[src/rtl/axi_block_bridge.sv]
// axi_block_bridge: turns cache refill / write-back block requests into AXI4 INCR bursts.
// Optional feature macro AXI_RESP_CHECK_EN: sticky o_bus_error on any non-OKAY RRESP/BRESP.
module axi_block_bridge #(
  parameter int ADDR_WIDTH     = 64,
  parameter int AXI_DATA_WIDTH = 64,
  parameter int BLOCK_WIDTH    = 512
) (
  input  logic                        clk,
  input  logic                        arstn,
  input  logic                        i_start_read,
  input  logic                        i_start_write,
  input  logic [ADDR_WIDTH-1:0]       i_addr,
  input  logic [BLOCK_WIDTH-1:0]      i_data_block,
  output logic [BLOCK_WIDTH-1:0]      o_data_block,
  output logic                        o_read_last,
  output logic                        o_b_resp,
  output logic                        o_bus_error,
  output logic [ADDR_WIDTH-1:0]       m_araddr,
  output logic [7:0]                  m_arlen,
  output logic [2:0]                  m_arsize,
  output logic [1:0]                  m_arburst,
  output logic                        m_arvalid,
  input  logic                        m_arready,
  input  logic [AXI_DATA_WIDTH-1:0]   m_rdata,
  input  logic [1:0]                  m_rresp,
  input  logic                        m_rlast,
  input  logic                        m_rvalid,
  output logic                        m_rready,
  output logic [ADDR_WIDTH-1:0]       m_awaddr,
  output logic [7:0]                  m_awlen,
  output logic [2:0]                  m_awsize,
  output logic [1:0]                  m_awburst,
  output logic                        m_awvalid,
  input  logic                        m_awready,
  output logic [AXI_DATA_WIDTH-1:0]   m_wdata,
  output logic [AXI_DATA_WIDTH/8-1:0] m_wstrb,
  output logic                        m_wlast,
  output logic                        m_wvalid,
  input  logic                        m_wready,
  input  logic [1:0]                  m_bresp,
  input  logic                        m_bvalid,
  output logic                        m_bready
);
  localparam int BEATS = BLOCK_WIDTH / AXI_DATA_WIDTH;
  localparam int CNT_W = (BEATS > 1) ? $clog2(BEATS) : 1;
  localparam int OFF_W = $clog2(BLOCK_WIDTH / 8);
  localparam logic [CNT_W-1:0] LAST_BEAT = CNT_W'(BEATS - 1);
  localparam logic [7:0]       AX_LEN    = 8'(BEATS - 1);
  localparam logic [2:0]       AX_SIZE   = 3'($clog2(AXI_DATA_WIDTH / 8));

  typedef enum logic [2:0] {S_IDLE, S_AR, S_R, S_AW, S_W, S_B, S_DONE} state_e;

  state_e                                    state_q, state_d;
  logic [ADDR_WIDTH-1:0]                     addr_q;
  logic [BLOCK_WIDTH-1:0]                    wbuf_q;
  logic [BEATS-1:0][AXI_DATA_WIDTH-1:0]      rblk_q;
  logic [CNT_W-1:0]                          cnt_q;
  logic                                      is_wr_q;
  logic                                      accept, r_hs, w_hs;

  assign accept = (state_q == S_IDLE) && (i_start_write || i_start_read);
  assign r_hs   = m_rvalid && m_rready;
  assign w_hs   = m_wvalid && m_wready;

  always_ff @(posedge clk or negedge arstn) begin
    if (!arstn) state_q <= S_IDLE;
    else        state_q <= state_d;
  end

  // The beat counter alone ends a read burst; RLAST is deliberately not consulted.
  always_comb begin
    state_d     = state_q;
    m_arvalid   = 1'b0;
    m_rready    = 1'b0;
    m_awvalid   = 1'b0;
    m_wvalid    = 1'b0;
    m_bready    = 1'b0;
    o_read_last = 1'b0;
    o_b_resp    = 1'b0;
    unique case (state_q)
      S_IDLE: begin
        if (i_start_write)     state_d = S_AW;
        else if (i_start_read) state_d = S_AR;
      end
      S_AR: begin
        m_arvalid = 1'b1;
        if (m_arready) state_d = S_R;
      end
      S_R: begin
        m_rready = 1'b1;
        if (m_rvalid && cnt_q == LAST_BEAT) state_d = S_DONE;
      end
      S_AW: begin
        m_awvalid = 1'b1;
        if (m_awready) state_d = S_W;
      end
      S_W: begin
        m_wvalid = 1'b1;
        if (m_wready && cnt_q == LAST_BEAT) state_d = S_B;
      end
      S_B: begin
        m_bready = 1'b1;
        if (m_bvalid) state_d = S_DONE;
      end
      S_DONE: begin
        o_read_last = !is_wr_q;
        o_b_resp    = is_wr_q;
        state_d     = S_IDLE;
      end
      default: state_d = S_IDLE;
    endcase
  end

  always_ff @(posedge clk or negedge arstn) begin
    if (!arstn) begin
      addr_q  <= '0;
      wbuf_q  <= '0;
      cnt_q   <= '0;
      is_wr_q <= 1'b0;
    end else begin
      if (accept) begin
        addr_q  <= {i_addr[ADDR_WIDTH-1:OFF_W], {OFF_W{1'b0}}};
        is_wr_q <= i_start_write;
        cnt_q   <= '0;
        if (i_start_write) wbuf_q <= i_data_block;
      end
      if (r_hs || w_hs) cnt_q <= cnt_q + CNT_W'(1);
      if (w_hs) wbuf_q <= wbuf_q >> AXI_DATA_WIDTH;
    end
  end

  // Refill words land in place; untouched words keep the previous block until overwritten.
  always_ff @(posedge clk or negedge arstn) begin
    if (!arstn)    rblk_q        <= '0;
    else if (r_hs) rblk_q[cnt_q] <= m_rdata;
  end

  assign o_data_block = rblk_q;

  assign m_araddr  = addr_q;
  assign m_arlen   = AX_LEN;
  assign m_arsize  = AX_SIZE;
  assign m_arburst = 2'b01;
  assign m_awaddr  = addr_q;
  assign m_awlen   = AX_LEN;
  assign m_awsize  = AX_SIZE;
  assign m_awburst = 2'b01;
  assign m_wdata   = wbuf_q[AXI_DATA_WIDTH-1:0];
  assign m_wstrb   = '1;
  assign m_wlast   = (state_q == S_W) && (cnt_q == LAST_BEAT);

`ifdef AXI_RESP_CHECK_EN
  logic err_q;
  logic b_hs;
  assign b_hs = m_bvalid && m_bready;
  always_ff @(posedge clk or negedge arstn) begin
    if (!arstn) err_q <= 1'b0;
    else if ((r_hs && m_rresp != 2'b00) || (b_hs && m_bresp != 2'b00)) err_q <= 1'b1;
  end
  assign o_bus_error = err_q;
`else
  assign o_bus_error = 1'b0;
`endif

  logic unused_in;
  assign unused_in = &{1'b0, m_rlast, i_addr[OFF_W-1:0], m_rresp, m_bresp};

endmodule

[config.mk]
export PLATFORM = sky130hd
export DESIGN_NAME = axi_block_bridge
export DESIGN_NICKNAME = d
export VERILOG_FILES = /design/src/rtl/axi_block_bridge.sv
export SDC_FILE = /design/constraint.sdc
export NUM_CORES = 2
export LEC_CHECK = 0
export ABC_AREA = 1
export CORE_AREA = 2 2 552 554
export CTS_CLUSTER_SIZE = 10
export DETAILED_ROUTE_END_ITERATION = 8
export DIE_AREA = 0 0 554 556
export MAX_ROUTING_LAYER = met4
export PLACE_DENSITY = 0.31
export SYNTH_ARGS = -nofsm -noshare
export SYNTH_HDL_FRONTEND = slang
export SYNTH_SLANG_ARGS = --single-unit
[constraint.sdc]
create_clock -name clk -period 1.9 [get_ports clk]
set_clock_uncertainty 0.15 [all_clocks]
set_input_delay 0.285 -clock clk [delete_from_list [all_inputs] [get_ports clk]]
set_output_delay 0.285 -clock clk [all_outputs]
set_load 0.02 [all_outputs]
Word-level counts from Yosys, hierarchy flattened
Index checks and enable logic that the tools add are counted.

operators by class
  add/subtract/negate cells = 1
  order comparisons = 2
  equal/unequal tests = 13
  mux-type cells = 23
  reduce and logical (&&, ||, !) cells = 16

operators by type and width
  kind                                                                                  count
  512-bit 2-to-1 mux                                                                    3
  512-bit bitwise mux                                                                   1
  64-bit demux with 3-bit select                                                        1
  64-bit 2-to-1 mux                                                                     1
  3-bit 2-to-1 mux                                                                      9
  3-bit case mux with 6 select lines                                                    1
  3-bit equality test (second input constant)                                           4
  2-bit inequality test (second input constant)                                         5
  1-bit logical AND                                                                     7
  1-bit 2-to-1 mux                                                                      7
  3-bit by 2-bit equality test with 1-bit output (second input constant)                2
  6-bit AND reduction                                                                   1
  2-bit nonzero test                                                                    3
  3-bit by 4-bit less-than comparator with 1-bit output (second input constant)         1
  3-bit by 1-bit adder with 3-bit output (second input constant)                        1
  3-bit by 1-bit equality test with 1-bit output (second input constant)                1
  3-bit by 1-bit greater-or-equal comparator with 1-bit output (second input constant)  1
  3-bit logical NOT                                                                     1
  3-bit inequality test (second input constant)                                         1
  1-bit logical OR                                                                      2
  2-bit AND reduction                                                                   1
  1-bit logical NOT                                                                     1

storage, ports and cells
  register bits = 1089
  bits of input ports = 654
  logic and storage cells = 68

Longest topological paths before layout
  depth in word-level cells = 5
  depth in mapped cells = 10
  depth with buffers taken out = 9

Worst setup path after synthesis
No wires, ideal clock.

  kind = register to register
  from = register state_q[0]
  to = register rblk_q (netlist bit o_data_block[171])
  setup time = 0.128 ns
  arrival time = 1.593 ns
  slack = 0.029 ns
  cell stages (with the launch flop) = 10
  path buffers = 3
  cells stage by stage = dfrtp_1 > buf_2 > inv_1 > nand2_1 > nor2_2 > nand2_2 > nor2_1 > buf_2 > buf_2 > a21oi_1

between the ends
  word-level cells in the longest chain between the ends = 3

ends and longest elaborated chain
  item                                            RTL line  source
  from (decl)                                     53        state_e state_q, state_d;
  from (signal assigned)                          67        else state_q <= state_d;
  3-bit by 2-bit equality test with 1-bit output  80        unique case (state_q)
  1-bit 2-to-1 mux                                80
  via m_rready                                    28        output logic m_rready,
  1-bit logical AND                               62        assign r_hs = m_rvalid && m_rready;
  to (signal, indexed assignment)                 135       else if (r_hs) rblk_q[cnt_q] <= m_rdata;
  to (decl)                                       56        logic [BEATS-1:0][AXI_DATA_WIDTH-1:0] rblk_q;

The timed path passes the listed nets, and every way through them passes these cells.
A chain may end at the register's enable or synchronous reset.

Worst setup path after layout
  from = register state_q[0]
  to = output port m_wlast

between the ends
  word-level cells in the longest chain between the ends = 2

ends and longest elaborated chain
  item                 RTL line  source
  3-bit equality test  150       assign m_wlast = (state_q == S_W) && (cnt_q == LAST_BEAT);
  1-bit logical AND    150
  to (decl)            37        output logic m_wlast,

Every way passes these cells.

==> load_flow_metrics.sql <==
INSERT INTO impl_metrics (metric_group, metric, value, unit) VALUES
('status', 'status', 'finished, violations left', ''),
('status', 'violations', 'setup timing', ''),
('global_routing', 'busiest_layer', 'met2', ''),
('timing', 'timing.final.ws_setup', '-384', 'ps'),
('flow_run', 'maxCapViolCount', '0', ''),
('synth', 'post_synthesis_compound_gate_area_fraction', '0.0575', ''),
('worst_setup_path', 'timing_worst_setup_path_type', 'reg2out', ''),
('pwr', 'vdd_drop_max', '624', 'uV'),
('place', 'post-place-cells', '10127', ''),
('cells_and_area', 'final_nets', '7721', ''),
('synth', 'synth_edf_count', '0', ''),
('detailed_routing', 'drt-initial-drc-count', '2761', ''),
('global_routing', 'globalRouteOverflowTotal', '0', ''),
('cells_and_area', 'num-fill-cells', '32626', ''),
('clock_network', 'tritoncts_clock_tree', 'done', ''),
('clock_network', 'cts-buffers-inserted', '152', ''),
('cells_and_area', 'area_occupied_by_multi_input_gates', '0.0164', 'mm^2'),
('pwr', 'p_leak', '36.1', 'nW'),
('global_routing', 'grt_util_met1', '0.216', ''),
('global_routing', 'global_route.usage.met2', '0.248', ''),
('global_routing', 'antenna_found_initial', '121', ''),
('cells_and_area', 'final_cell_area', '0.0788', 'mm^2'),
('place', 'detailedPlace.worstSlack', '-495', 'ps'),
('pwr', 'pwr_density_cell', '1490', 'mW/mm^2'),
('synth', 'syn-instance-count', '4945', ''),
('timing', 'timing.setup.tns', '-208080', 'ps'),
('synth', 'post_synth_instance_area', '0.0448', 'mm^2'),
('place', 'place.port_buffers', '1342', ''),
('timing', 'setup_violations', '1084', ''),
('global_routing', 'grt_pass1_wl', '345000', 'um'),
('timing', 'post-route-period-util', '1.20', ''),
('clock_network', 'clockRootBuffer', 'clkbuf_16', ''),
('worst_setup_path', 'worst_setup_path_start_kind', 'register', ''),
('detailed_routing', 'drt_pre_antenna_iters', '6', ''),
('clock_network', 'cts-root-to-sink-buffers', '4', ''),
('synth', 'synth.mux.area_fraction', '0', ''),
('floorplan', 'fp.dieArea', '0.308', 'mm^2'),
('synth', 'syn_avg_cell_area', '9.05', 'um^2'),
('synth', 'synthXorXnorAreaFrac', '0', ''),
('clock_network', 'cts.reportedPaths.clkPinSlew', '60', 'ps'),
('synth', 'dominantRegCellSynth', 'dfrtp_1', ''),
('floorplan', 'die_width', '554', 'um'),
('detailed_routing', 'remaining_drc_errors', '0', ''),
('timing', 'drv_slew', '0', ''),
('synth', 'ys_top_cells_by_count', '1297 x nand2_1, 1089 x dfrtp_1, 970 x nand3_1', ''),
('timing', 'grt_setup_unrepaired', 'yes', ''),
('detailed_routing', 'antenna_left', '0', ''),
('synth', 'yosys.cell_types.count', '23', ''),
('clock_network', 'h_tree_lvls', '4', ''),
('cells_and_area', 'area_growth', '76.0', '%'),
('timing', 'slew-limit-headroom', '0.576', ''),
('synth', 'register_bit_count_reported_by_yosys', '1089', ''),
('timing', 'hold_viol', '0', ''),
('synth', 'yosysTopAreaCellShare', '0.609', ''),
('detailed_routing', 'detailroute.via_count', '43644', ''),
('detailed_routing', 'drt_wl_total', '267000', 'um'),
('synth', 'largest_family_of_logic_cells_by_synthesized_area', 'simple AND/OR/NAND/NOR gates', ''),
('timing', 'max_slew.worst_pin.slew', '636', 'ps'),
('global_routing', 'global_route.usage.total', '0.160', ''),
('worst_setup_path', 'worst_setup_path_end_kind', 'primary output', ''),
('worst_setup_path', 'rrSetupSlack', '-340', 'ps'),
('synth', 'ys.warnings.count', '0', ''),
('floorplan', 'start_util', '0.148', ''),
('synth', 'seq_area_frac_synth', '0.609', ''),
('detailed_routing', 'wl_per_cell', '23.8', 'um'),
('clock_network', 'cts_num_sinks', '1089', ''),
('cells_and_area', 'register_area', '0.0273', 'mm^2'),
('floorplan', 'die-height', '556', 'um'),
('timing', 'fmax', '0.438', 'GHz'),
('global_routing', 'grtUsageMet3', '0.0285', ''),
('clock_network', 'worst_skew_pair.late_latency', '790', 'ps');
==> where the power goes <==
part	total (mW)	switching, mW	internal (mW)
Sequential	40.4	7.23	33.1
Combinational	48.2	28.3	19.9
Clock	28.6	11.6	17.0
==> state kept, by name, summed over array words and instances, names as in the netlist <==
signal        cells
cnt_q             3
o_data_block    512
wbuf_q          512
state_q           3
m_araddr         58
is_wr_q           1
==> what timing repair did <==
action                                 in CTS  in global routing
setup buffers                              53                 51
endpoints found under the hold margin    1675                  0
setup endpoints to repair                1252               1164
pin swaps                                  10                 62
gates cloned                               10                 79
resized for setup                        3529                574
hold buffers                              573                  0
==> routing by layer <==
layer	up-vias	routed length, um
met2	1290	123000
met4	0	5090
met5	-	0
met3	356	13300
li1	20365	-
met1	21633	125000
==> per-stage QoR <==
stage	power, mW	hold WS [ps]
2_1_floorplan	61.7	-161
3_3_place_gp	86.6	26.1
3_5_place_dp	86.9	26.7
4_1_cts	115	0.126
5_1_grt	124	54.6
6_report	117	106
==> cell families after synthesis <==
| family | count (synthesis) |
|---|---|
| AOI/OAI and AO/OA | 514 |
| adders and majority gates | 2 |
| other | 2 |
| and+or+nand+nor | 2741 |
| buffers and inverters | 597 |
| DFF | 1089 |
==> critical path: stages, from the launching register on <==
cell and delay, ps:
dfrtp_1 430, buf_6 140, nor2_4 100, buf_6 120
nand2_4 50, nor2_4 100, buf_12 120
==> cells in the final DEF (no fill, tap or decap), drive strengths merged <==
master,synthesis,routed
clkdlybuf4s15,0,1
nand2,1298,1298
dlygate4sd3,0,572
nor3,2,2
clkinvlp,0,3
diode,0,48
a21oi,448,448
clkinv,1,16
ha,2,2
dfrtp,1089,1089
nand3,971,971
bufinv,0,5
conb,2,47
o21ai,66,66
clkbuf,35,296
inv,83,90
nor2,466,466
buf,478,1153
clkdlybuf4s50,0,641
and2,1,1
nand4,3,3
==> area by class of cell <==
class	instances	area share
clock buffers	231	0.0570
diodes	48	0.00152
multi-input cells	3304	0.208
well taps	3978	0.0632
repair inverters	2	0.000524
inverters	84	0.00449
flip-flops and latches	1089	0.346
clock inverters	28	0.00468
repair buffers	2432	0.314
==> worst paths after layout <==
| check | from | endpoint | cells after the start |
|---|---|---|---|
| worst max-delay path | state_q[0]$_DFFE_PN0P_ | m_wlast | 6 |
| worst min-delay path | arstn | o_data_block[135]$_DFFE_PN0P_ | 3 |
| worst max register to register | state_q[0]$_DFFE_PN0P_ | wbuf_q[406]$_DFFE_PN0P_ | 12 |
| worst min register to register | wbuf_q[468]$_DFFE_PN0P_ | wbuf_q[404]$_DFFE_PN0P_ | 2 |
| max in group asynchronous | arstn | o_data_block[253]$_DFFE_PN0P_ | 4 |
| min in group clk | m_rdata[40] | o_data_block[488]$_DFFE_PN0P_ | 4 |
Power figures use the tool's default switching activity.
